**config.mk**
```make
export PLATFORM = sky130hd
export DESIGN_NAME = dmem_arbiter
export DESIGN_NICKNAME = d
export VERILOG_FILES = /design/src/rtl/dmem_arb_pkg.sv /design/src/rtl/dmem_arbiter_rr_pick2.sv /design/src/rtl/dmem_arbiter.sv
export SDC_FILE = /design/constraint.sdc
export NUM_CORES = 1
export LEC_CHECK = 0
export ABC_AREA = 1
export BUFFER_PORTS_ARGS = -buffer_cell sky130_fd_sc_hd__buf_2
export CAP_MARGIN = 0
export CORE_AREA = 10 10 113 115
export DETAILED_ROUTE_END_ITERATION = 6
export DIE_AREA = 0 0 123 125
export GPL_ROUTABILITY_DRIVEN = 0
export PLACE_DENSITY = 0.56
export REMOVE_ABC_BUFFERS = 1
export SYNTH_ARGS = -nofsm -noshare
export SYNTH_HDL_FRONTEND = slang
export SYNTH_SLANG_ARGS = --single-unit
export TNS_END_PERCENT = 30
```
**constraint.sdc**
```tcl
create_clock -name clk -period 1.8 [get_ports clk]
set_input_delay 0 -clock clk [delete_from_list [all_inputs] [get_ports clk]]
set_output_delay 0 -clock clk [all_outputs]
set_load 0.005 [all_outputs]
```
**src/rtl/dmem_arb_pkg.sv**
```systemverilog
// -----------------------------------------------------------------------------
// dmem_arb_pkg
// Shared definitions for the data-memory arbiter:
//   owner_e      : identifies the last grantee of the data memory
//   MEM_*        : mem_acc_mode encodings shared with data_mem
// -----------------------------------------------------------------------------
package dmem_arb_pkg;

   typedef enum logic [1:0] {
      OWN_NONE = 2'd0,
      OWN_CORE = 2'd1,
      OWN_DMA  = 2'd2
   } owner_e;

   // mem_acc_mode: bit 2 selects unsigned extension, bits 1:0 select size
   localparam logic [2:0] MEM_BYTE   = 3'b000;
   localparam logic [2:0] MEM_HALF   = 3'b001;
   localparam logic [2:0] MEM_WORD   = 3'b010;
   localparam logic [2:0] MEM_BYTE_U = 3'b100;
   localparam logic [2:0] MEM_HALF_U = 3'b101;

endpackage : dmem_arb_pkg

```
**src/rtl/dmem_arbiter_rr_pick2.sv**
```systemverilog
// -----------------------------------------------------------------------------
// rr_pick2
// Combinational two-way round-robin picker.
//   req0, req1 : request lines
//   last       : 1 = requester 1 was granted most recently, 0 = requester 0
//   gnt[1:0]   : one-hot grant (bit 0 -> req0, bit 1 -> req1), 0 if idle
// A lone requester always wins; on a conflict the one not granted last wins.
// -----------------------------------------------------------------------------
module rr_pick2 (
   input  logic       req0,
   input  logic       req1,
   input  logic       last,
   output logic [1:0] gnt
);

   always_comb begin
      gnt = 2'b00;
      if (req0 && req1) begin
         gnt = last ? 2'b01 : 2'b10;
      end else begin
         gnt = {req1, req0};
      end
   end

endmodule : rr_pick2

```
**src/rtl/dmem_arbiter.sv**
```systemverilog
// -----------------------------------------------------------------------------
// dmem_arbiter
// Shares the single-ported data memory between the core load/store path and a
// DMA/loader port. One access per cycle, round-robin on conflicts, with locked
// DMA bursts that the core may interrupt for one beat after MAX_BURST beats.
//
// Ports:
//   clk, rst                     : clock, synchronous active-high reset
//   core_req/we/addr/wdata/mode  : core request (held until core_gnt)
//   core_gnt, core_rdata         : core grant and load data (0 if not granted)
//   core_stall                   : core_req & ~core_gnt, freezes PC / rf write
//   dma_req/we/addr/wdata/mode   : DMA request (may drop before grant = abort)
//   dma_last                     : current DMA beat ends its burst
//   dma_gnt, dma_rdata           : DMA grant and load data (0 if not granted)
//   mem_rd_en/wr_en/addr/wdata/acc_mode : drive to data_mem
//   mem_rdata                    : combinational read data from data_mem
// All outputs are combinational from inputs and registered state; they are
// forced to 0 while rst is high.
// -----------------------------------------------------------------------------
module dmem_arbiter
   import dmem_arb_pkg::*;
#(
   parameter int MAX_BURST = 8
) (
   input  logic        clk,
   input  logic        rst,

   input  logic        core_req,
   input  logic        core_we,
   input  logic [31:0] core_addr,
   input  logic [31:0] core_wdata,
   input  logic [2:0]  core_mode,
   output logic        core_gnt,
   output logic [31:0] core_rdata,
   output logic        core_stall,

   input  logic        dma_req,
   input  logic        dma_we,
   input  logic [31:0] dma_addr,
   input  logic [31:0] dma_wdata,
   input  logic [2:0]  dma_mode,
   input  logic        dma_last,
   output logic        dma_gnt,
   output logic [31:0] dma_rdata,

   output logic        mem_rd_en,
   output logic        mem_wr_en,
   output logic [31:0] mem_addr,
   output logic [31:0] mem_wdata,
   output logic [2:0]  mem_acc_mode,
   input  logic [31:0] mem_rdata
);

   localparam int            BEAT_W   = $clog2(MAX_BURST + 1);
   localparam logic [BEAT_W-1:0] BEAT_MAX = BEAT_W'(MAX_BURST);

   owner_e              last_q, last_d;
   logic                lock_q, lock_d;
   logic [BEAT_W-1:0]   beat_q, beat_d;

   logic [1:0]          rr_gnt;
   logic                steal;
   logic                gnt_core;
   logic                gnt_dma;

   // Unlocked arbitration: lone requester wins, else alternate.
   rr_pick2 u_rr_pick2 (
      .req0 (core_req),
      .req1 (dma_req),
      .last (last_q == OWN_DMA),
      .gnt  (rr_gnt)
   );

   // ---------------------------------------------------------------------------
   // Grant selection
   // ---------------------------------------------------------------------------
   assign steal = lock_q && dma_req && core_req && (beat_q == BEAT_MAX);

   always_comb begin
      gnt_core = 1'b0;
      gnt_dma  = 1'b0;
      if (!rst) begin
         if (steal) begin
            gnt_core = 1'b1;
         end else if (lock_q && dma_req) begin
            gnt_dma = 1'b1;
         end else begin
            gnt_core = rr_gnt[0];
            gnt_dma  = rr_gnt[1];
         end
      end
   end

   // ---------------------------------------------------------------------------
   // Memory drive and read-data routing
   // ---------------------------------------------------------------------------
   always_comb begin
      mem_rd_en    = 1'b0;
      mem_wr_en    = 1'b0;
      mem_addr     = 32'd0;
      mem_wdata    = 32'd0;
      mem_acc_mode = 3'd0;
      core_rdata   = 32'd0;
      dma_rdata    = 32'd0;
      if (gnt_core) begin
         mem_wr_en    = core_we;
         mem_rd_en    = ~core_we;
         mem_addr     = core_addr;
         mem_wdata    = core_wdata;
         mem_acc_mode = core_mode;
         core_rdata   = mem_rdata;
      end else if (gnt_dma) begin
         mem_wr_en    = dma_we;
         mem_rd_en    = ~dma_we;
         mem_addr     = dma_addr;
         mem_wdata    = dma_wdata;
         mem_acc_mode = dma_mode;
         dma_rdata    = mem_rdata;
      end
   end

   assign core_gnt   = gnt_core;
   assign dma_gnt    = gnt_dma;
   assign core_stall = core_req & ~gnt_core & ~rst;

   // ---------------------------------------------------------------------------
   // Next-state: owner, burst lock and beat counter
   // ---------------------------------------------------------------------------
   always_comb begin
      last_d = last_q;
      lock_d = lock_q;
      beat_d = beat_q;

      if (gnt_core) begin
         last_d = OWN_CORE;
      end else if (gnt_dma) begin
         last_d = OWN_DMA;
      end

      if (steal) begin
         // Stolen beat: the lock survives so DMA resumes next cycle, and the
         // count restarts so DMA gets another full window.
         beat_d = '0;
      end else if (gnt_dma) begin
         if (dma_last) begin
            lock_d = 1'b0;
            beat_d = '0;
         end else if (!lock_q) begin
            // The beat that opens the burst is the first beat of the window.
            lock_d = 1'b1;
            beat_d = BEAT_W'(1);
         end else if (beat_q != BEAT_MAX) begin
            beat_d = beat_q + BEAT_W'(1);
         end
      end else if (lock_q && !dma_req) begin
         // DMA dropped its request mid-burst: abandon the burst.
         lock_d = 1'b0;
         beat_d = '0;
      end
   end

   always_ff @(posedge clk) begin
      if (rst) begin
         last_q <= OWN_DMA;
         lock_q <= 1'b0;
         beat_q <= '0;
      end else begin
         last_q <= last_d;
         lock_q <= lock_d;
         beat_q <= beat_d;
      end
   end

endmodule : dmem_arbiter

```
### Yosys cells after proc, flatten, opt, wreduce, memory -nomap -nowiden

Cells that the tools add are included.

* add/sub/neg operators: 1
* equality and inequality tests: 4
* mux-type cells: 31
* bitwise operators: 7
* reduce and logical (&&, ||, !) cells: 11

Operator list (number)
* $mux 32: 7
* $mux 4: 5
* $mux 1: 13
* $mux 2: 4
* $mux 3: 2
* $logic_and 1x1->1: 5
* $not 1->1: 5
* $add 4x1->4 const B: 1
* $eq 4x4->1 const B: 1
* $ne 4x3->1 const B: 1
* $ne 4x4->1 const B: 1
* $reduce_and 2->1: 2
* $reduce_bool 2->1: 2
* $and 1x1->1: 2
* $eq 2x2->1 const B: 1
* $reduce_or 2->1: 1
* $logic_not 1->1: 1

* bits in registers: 7
* bits of input ports: 173
* output and inout bits: 136
* word-level logic and storage cells: 57

### Depth between registers and ports, before layout

Gate-level depths: netlist of the first run.

* depth after elaboration: 9
* depth in mapped cells: 12

### Cells and area by module

A second synthesis of the first run with hierarchy kept.

* cells, all modules: 417
* area total of the unflattened synthesis: 2045.7 µm²

By module, submodules not included
* dmem_arbiter: times used 1, cells each 412, area each 2024.4 µm², seq. area each 140.1 µm²
* rr_pick2: times used 1, cells each 5, area each 21.3 µm², seq. area each 0.0 µm²

### Worst setup path after synthesis of the first run

Ideal clock, no wire load.

* path type: register -> register
* start point: register beat_q[0]
* end point: register beat_q[0]
* library setup time: 0.064 ns
* data arrival time: 1.389 ns
* required time: 1.736 ns
* path slack: 0.348 ns
* cell stages (with the launch flop): 13
* path buffers: 1
* clock period less this slack: 1.452 ns
* path through: dfxtp_1 -> inv_1 -> ha_1 -> nand3_2 -> nor2_2 -> nor2_4 -> nand2_2 -> buf_6 -> nand2_4 -> nand2_2 -> inv_2 -> nor2_1 -> nor2_1

* word-level cells in the longest chain between the ends: 6
* elaborated cells between the ends (all ways): 14
* classes of those cells: add/sub (1); eq/ne (3); mux (6); reduce/logical (4)

Ends and longest elaborated chain
* start, declared: RTL line dmem_arbiter.sv:59 `logic [BEAT_W-1:0] beat_q, beat_d;`
* start signal, assigned: RTL line dmem_arbiter.sv:170 `beat_q <= beat_d;`
* parallel branches: the longest is 6 deep, another holds $add 4x1->4

Parallel ways; which one is timed is not known. The select of a mux whose other input is x is not followed.
A chain may end at the register's enable or synchronous reset.

### Worst setup path after layout of the first run

* start point: register beat_q[1]
* end point: output port mem_addr[12]

* word-level cells in the longest chain between the ends: 6
* elaborated cells between the ends (all ways): 8
* classes of those cells: eq/ne (1); mux (6); reduce/logical (1)

Ends and longest elaborated chain
* $eq 4x4->1 *: RTL line dmem_arbiter.sv:77 `assign steal = lock_q && dma_req && core_req && (beat_q == BEAT_MAX);`
* $logic_and 1x1->1 *: RTL line dmem_arbiter.sv:77
* $mux 1: RTL line dmem_arbiter.sv:83 `if (steal) begin`
* $mux 1: RTL line dmem_arbiter.sv:82 `if (!rst) begin`
* $mux 32: RTL line dmem_arbiter.sv:112 `end else if (gnt_dma) begin`
* $mux 32 *: RTL line dmem_arbiter.sv:105 `if (gnt_core) begin`
* end, declared: RTL line dmem_arbiter.sv:48 `output logic [31:0] mem_addr,`

Every way passes the cells marked *; elsewhere a longest branch is shown, timed or not.

==> flow_summary.yaml, run 1 <==
outcome:
  outcome: "finished, violations left"
  violations: "negative setup slack"
logic_synthesis:
  synth.most_common_cell: "nor2_1"
  yosys.area.top_type: "a22o_1"
  syn_inst: 264
  ys_top_cells_by_area: "a22o_1, nor2_1, inv_1"
  synth_edf_count: 0
  ys_seq_area_frac: 0.08903
  async_reset_ff_frac: 0
  synth_common_cells: "nor2_1, a22o_1, inv_1, nand2_1, buf_2"
  synth_ff_type: "dfxtp_1"
  post_synth.cell_area_avg_um2: 5.962
  synth_seq_cells: 7
  synth_cell_types: 23
  synth_top_area_frac: 0.3728
  yosys_warnings: 0
  syn_area_um2: 1574
floorplanning:
  die_x_um: 123
  die_height_um: 125
  fp-row-count: 38
  initial_core_util: 0.1485
  io_pins: 309
  core_region_area_um2: 10600
  dieArea_um2: 15380
sta:
  tightestPinTransition_ns: 0.2653
  finClkSkew_ns: 0.003002
  fmax_mhz: 555.5
  finalMaxSlewViolations: 0
  maxSlewHeadroom: 0.8231
  setup_slack_ns: -0.0002985
  timing.final.crit_share: 1.000
  finalSetupViolCount: 1
  fin_crit_ns: 1.800
  hold_viol_final: 0
  rsz0062_at_grt: "yes"
  setup_tns_ns: -0.0002985
clock_network:
  cts-root-buf: "clkbuf_8"
  h-tree-depth: 1
  worstSkewPairLatency_ns: 0.23
  cts_tree: "done"
  cts_buffer_depth: 2
  cts_sinks: 7
  cts-buffers-inserted: 3
  cts.hold.buffers_added: 0
  clkTransAtPathRegs_ns: 0.04
critical_path:
  critPathLaunch: "beat_q[1]"
  r2r_cells: 12
  r2r-start: "beat_q[1]"
  cp-start-kind: "flip-flop"
  worstSetupPathType: "flip-flop to output port"
  path_max_fanout: 17
  timing.rr.end: "beat_q[0]"
  arrival_ns: 1.80
  r2r_slack_ns: 0.18
  critPathRequiredTime_ns: 1.80
  end_kind: "output port"
global_routing:
  grt_pass1_vias: 3028
  grt_max_degree: 36
  antenna_found_initial: 0
  grt_use_total: 0.1487
  gr-total-overflow: 0
  grt_pass1_wl_um: 18240
routing:
  drc: 0
  avgRoutedWirePerCell_um: 19.52
  drt-total-wl_um: 13950
  drtAntennaViolNets: 0
  dr.pass1.iters: 6
  first_iter_violations: 206
  vias_per_cell: 4.378
  vias: 3130
hold_path:
  holdCritStartpoint: "dma_last"
  holdCritPathClass: "input port to flip-flop"
  hold_depth: 2
  hold_end: "lock_q"
layout:
  fin_nets: 751
  regArea_um2: 143.9
  final_util: 0.3464
  area_growth_pct: 133.3
  fillers: 1149
  drive_above_1_share: 0.6104
  multi_input_area_um2: 1199
  antennaDiodeCount: 0
pwr:
  leakage_nw: 2.381
  peakVddDrop_v: 0.0003174
  power.density_nw_per_um2: 371.0
job:
  cap_violations: 0
placement:
  numPortBuffers: 308
  hpwl_um: 10780
  preCtsSetupSlack_ns: 0.04790
flip-flops by register name, indices dropped and copies added (netlist names):
signal / count
beat_q: 4
last_q: 2
lock_q: 1
area by class of cell:
| class | instances | area share |
|---|---|---|
| well taps | 140 | 0.04770 |
| clock buffers | 4 | 0.01227 |
| inverters | 46 | 0.05179 |
| multi-input cells | 190 | 0.3264 |
| repair buffers | 328 | 0.5227 |
| flip-flops and latches | 7 | 0.03918 |
cell families after synthesis:
kind of cell,count (synthesis),share of synthesized area
simple gates,114,0.3084
compound gates,73,0.3935
buf+inv,67,0.1876
flops,7,0.08903
fa+ha+maj,2,0.01590
xor+xnor,1,0.005565
layer usage:
metal  track usage  wire length (um)  vias up
li1              -                 -     1517
met1        0.1732              5046     1429
met2        0.2688              7147      171
met3       0.03600              1571       13
met4       0.02605               188        0
met5             0                 0        -
critical path: stages (launching register included):
cell       delay (ns)
dfxtp_2          0.32
inv_2            0.06
ha_4             0.14
nand3_4          0.07
nor2_4           0.18
nor2_4           0.06
nand2_4          0.11
clkinv_8         0.11
clkbuf_16        0.21
a22o_1           0.19
buf_2            0.12
through the flow:
| stage | hold slack [ns] | cell area, um2 | cells | power [mW] |
|---|---|---|---|---|
| after floorplan | 0.03420 | 1451 | 243 | 0.4927 |
| after global placement | 0.2736 | 3266 | 699 | 0.9800 |
| after detailed placement | 0.2788 | 3266 | 699 | 0.9901 |
| after CTS | 0.05918 | 3473 | 708 | 1.289 |
| after global routing | 0.08433 | 3672 | 715 | 1.459 |
| final | 0.05892 | 3672 | 715 | 1.362 |
timing repair:
action,in CTS,in global routing
setup buffers,1,1
resized for setup,14,15
pin swaps,2,5
setup endpoints to repair,89,76
cloned,4,6
cell usage in the layout, fill, tap and decap left out:
master / count
nand2_4: 3
inv_2: 3
inv_6: 1
nand2_1: 17
dfxtp_2: 3
clkbuf_8: 3
o21ai_0: 1
buf_4: 7
a22o_4: 1
nand2_2: 1
buf_16: 4
inv_1: 41
nor2_1: 74
nor2_4: 2
nand2_8: 1
o21ai_1: 1
ha_1: 1
nand3_4: 1
ha_4: 1
a21oi_1: 3
nand3_1: 7
nand4_1: 4
clkbuf_1: 1
clkbuf_16: 5
or2_2: 2
buf_2: 305
dfxtp_1: 4
buf_12: 3
a22o_1: 66
nor3_1: 2
clkinv_8: 1
o31ai_1: 1
buf_6: 4
xnor2_1: 1
worst max-delay path by stage:
stage,cells past startpoint,end
after global placement,10,mem_wdata[1]
after global routing,10,mem_addr[15]
after detailed placement,10,mem_wdata[1]
final,10,mem_addr[12]
after floorplan,11,beat_q[0]
after CTS,9,mem_wdata[29]
report_power, final:
| group | total (mW) | internal [mW] | leakage, nW | switching (mW) |
|---|---|---|---|---|
| clock network | 0.228 | 0.154 | 0.0228 | 0.0745 |
| logic | 0.956 | 0.501 | 2.30 | 0.455 |
| registers | 0.178 | 0.169 | 0.0588 | 0.00902 |
| total | 1.36 | 0.824 | 2.38 | 0.539 |
(Power assumes the default switching activity.)
==> run 2: changes to the inputs <==
PLACE_DENSITY = 0.6   (was 0.56)
==> flow_summary.yaml, run 2 (same netlist as run 1, synthesis figures left out) <==
sta:
  fmax_mhz: 567.9
  finalMaxSlewViolations: 0
  rsz0062_at_grt: "yes"
  setup_slack_ns: 0.03908
  finClkSkew_ns: 0.001836
  maxSlewHeadroom: 0.7826
  timing.final.crit_share: 0.9783
  fin_crit_ns: 1.761
  finalSetupViolCount: 0
  hold_viol_final: 0
  tightestPinTransition_ns: 0.3261
critical_path:
  cp_top_family: "buffers and inverters"
  cpPeakStageDelay_ns: 0.31
  end_kind: "output port"
  crit_top_cell: "nor2_4"
  crit_chain: "inv_2 > ha_4 > nand3_4 > nor2_4 > nor2_4 > nand2_4 > clkinv_8 > buf_12 > a22o_1 > buf_2"
  worstSetupPathType: "flip-flop to output port"
  cp-start-kind: "flip-flop"
  cp_slowest_cell: "dfxtp_2"
  critical_path_buf_inv_count: 4
  arrival_ns: 1.76
  critPathRequiredTime_ns: 1.80
  path_max_fanout: 17
global_routing:
  met1_usage: 0.1665
  use_met2: 0.2606
  antenna_found_initial: 0
  grt_pass1_vias: 2873
  grt_busiest_layer: "met2"
  gr-total-overflow: 0
  grt_max_degree: 66
  met3_usage: 0.04185
  grt_use_total: 0.1428
  grt_pass1_wl_um: 17320
pwr:
  pwr-share-comb: 0.693
  power.share.clock: 0.173
  internal_power_uw: 792.6
  switching_power_uw: 523.7
  seq_power_share: 0.134
  leakage_nw: 2.340
  power.density_nw_per_um2: 369.1
  peakVddDrop_v: 0.0003061
  switching_share: 0.3979
routing:
  drc: 0
  drtAntennaViolNets: 0
  vias_per_cell: 4.130
  drt-total-wl_um: 13680
  dr.pass1.iters: 4
  avgRoutedWirePerCell_um: 19.13
  first_iter_violations: 200
  vias: 2953
layout:
  final_util: 0.3363
  layout_commonest_cell: "buf_2"
  reg_top3: "beat_q: 4 flops, last_q: 2 flops, lock_q: 1 flops"
  drive_above_1_share: 0.6087
  area_growth_pct: 126.6
  final_area_um2: 3566
  regMostFlops: "beat_q"
  fin_nets: 751
  antennaDiodeCount: 0
  largest_reg_flops: 4
  final_cell_mix: "buf_2, nor2_1, a22o_1"
clock_network:
  cts_sinks: 7
  h-tree-depth: 1
  clkTransAtPathRegs_ns: 0.04
  cts_tree: "done"
  cts.hold.buffers_added: 0
  worstSkewPairLatency_ns: 0.23
  cts-buffers-inserted: 3
  cts_buffer_depth: 2
  cts-root-buf: "clkbuf_8"
floorplanning:
  die_x_um: 123
  initial_core_util: 0.1485
  fp-row-count: 38
  dieArea_um2: 15380
  io_pins: 309
  die_height_um: 125
  core_region_area_um2: 10600
outcome:
  outcome: "completed"
hold_path:
  holdCritPathClass: "input port to flip-flop"
placement:
  preCtsSetupSlack_ns: 0.1162
  numPortBuffers: 308
  place_area_um2: 3261
  hpwl_um: 10630
job:
  cap_violations: 0
-- run 2: worst paths after layout --
kind              startpoint            to  slack [ns]  depth (start not counted)
setup / recovery   beat_q[0]  mem_addr[25]        0.04                         10
hold / removal      dma_last        lock_q        0.05                          2
setup reg to reg   beat_q[0]     beat_q[1]        0.25                         12
hold reg to reg    last_q[0]     last_q[0]        0.47                          2
-- run 2: power by group through the flow --
stage          Sequential [mW]  Combinational [mW]  Clock [mW]
2_1_floorplan            0.179               0.313           0
3_3_place_gp             0.177               0.810           0
3_5_place_dp             0.177               0.811           0
4_1_cts                  0.175               0.834       0.234
5_1_grt                  0.178                1.00       0.250
6_report                 0.176               0.913       0.227
-- run 2: area by class of cell --
cell class	count	area (um2)
multi-input combinational	190	1185
tap	140	175.2
timing repair buffer	328	1828
sequential	7	142.6
inverter	46	190.2
clock buffer	4	45.04
fill	1209	7037
-- run 2: timing repair --
action,4_1_cts,5_1_grt
setup endpoints to repair,66,133
resized for setup,4,17
cloned,1,8
pin swaps,1,2
hold endpoints to repair,0,0
setup buffers,0,2
-- run 2: worst register-to-register path, stage by stage (launching register included) --
cell and delay, ns:
dfxtp_2 0.31, inv_2 0.06, ha_4 0.14, nand3_4 0.08
nor2_4 0.14, nor2_4 0.06, nand2_4 0.12, clkinv_8 0.10
clkbuf_16 0.19, nand2_1 0.07, nand3_1 0.06, nand2_1 0.07
nor2_1 0.04
-- run 2: stage by stage --
step                power, mW  cells  setup TNS (ns)  hold WS [ns]
CTS                     1.243    705         -0.7863       0.05187
finish                  1.316    715               0       0.05148
detailed placement     0.9885    700               0        0.2814
global route            1.429    715          -1.700       0.04991
global placement       0.9876    700               0        0.2796
floorplan              0.4927    243          -36.93       0.03420
-- run 2: routing by layer --
layer  wire length, um  vias to the layer above
met5                 0                        -
li1                  -                     1512
met1              5110                     1292
met4                62                        0
met2              6858                      145
met3              1648                        4
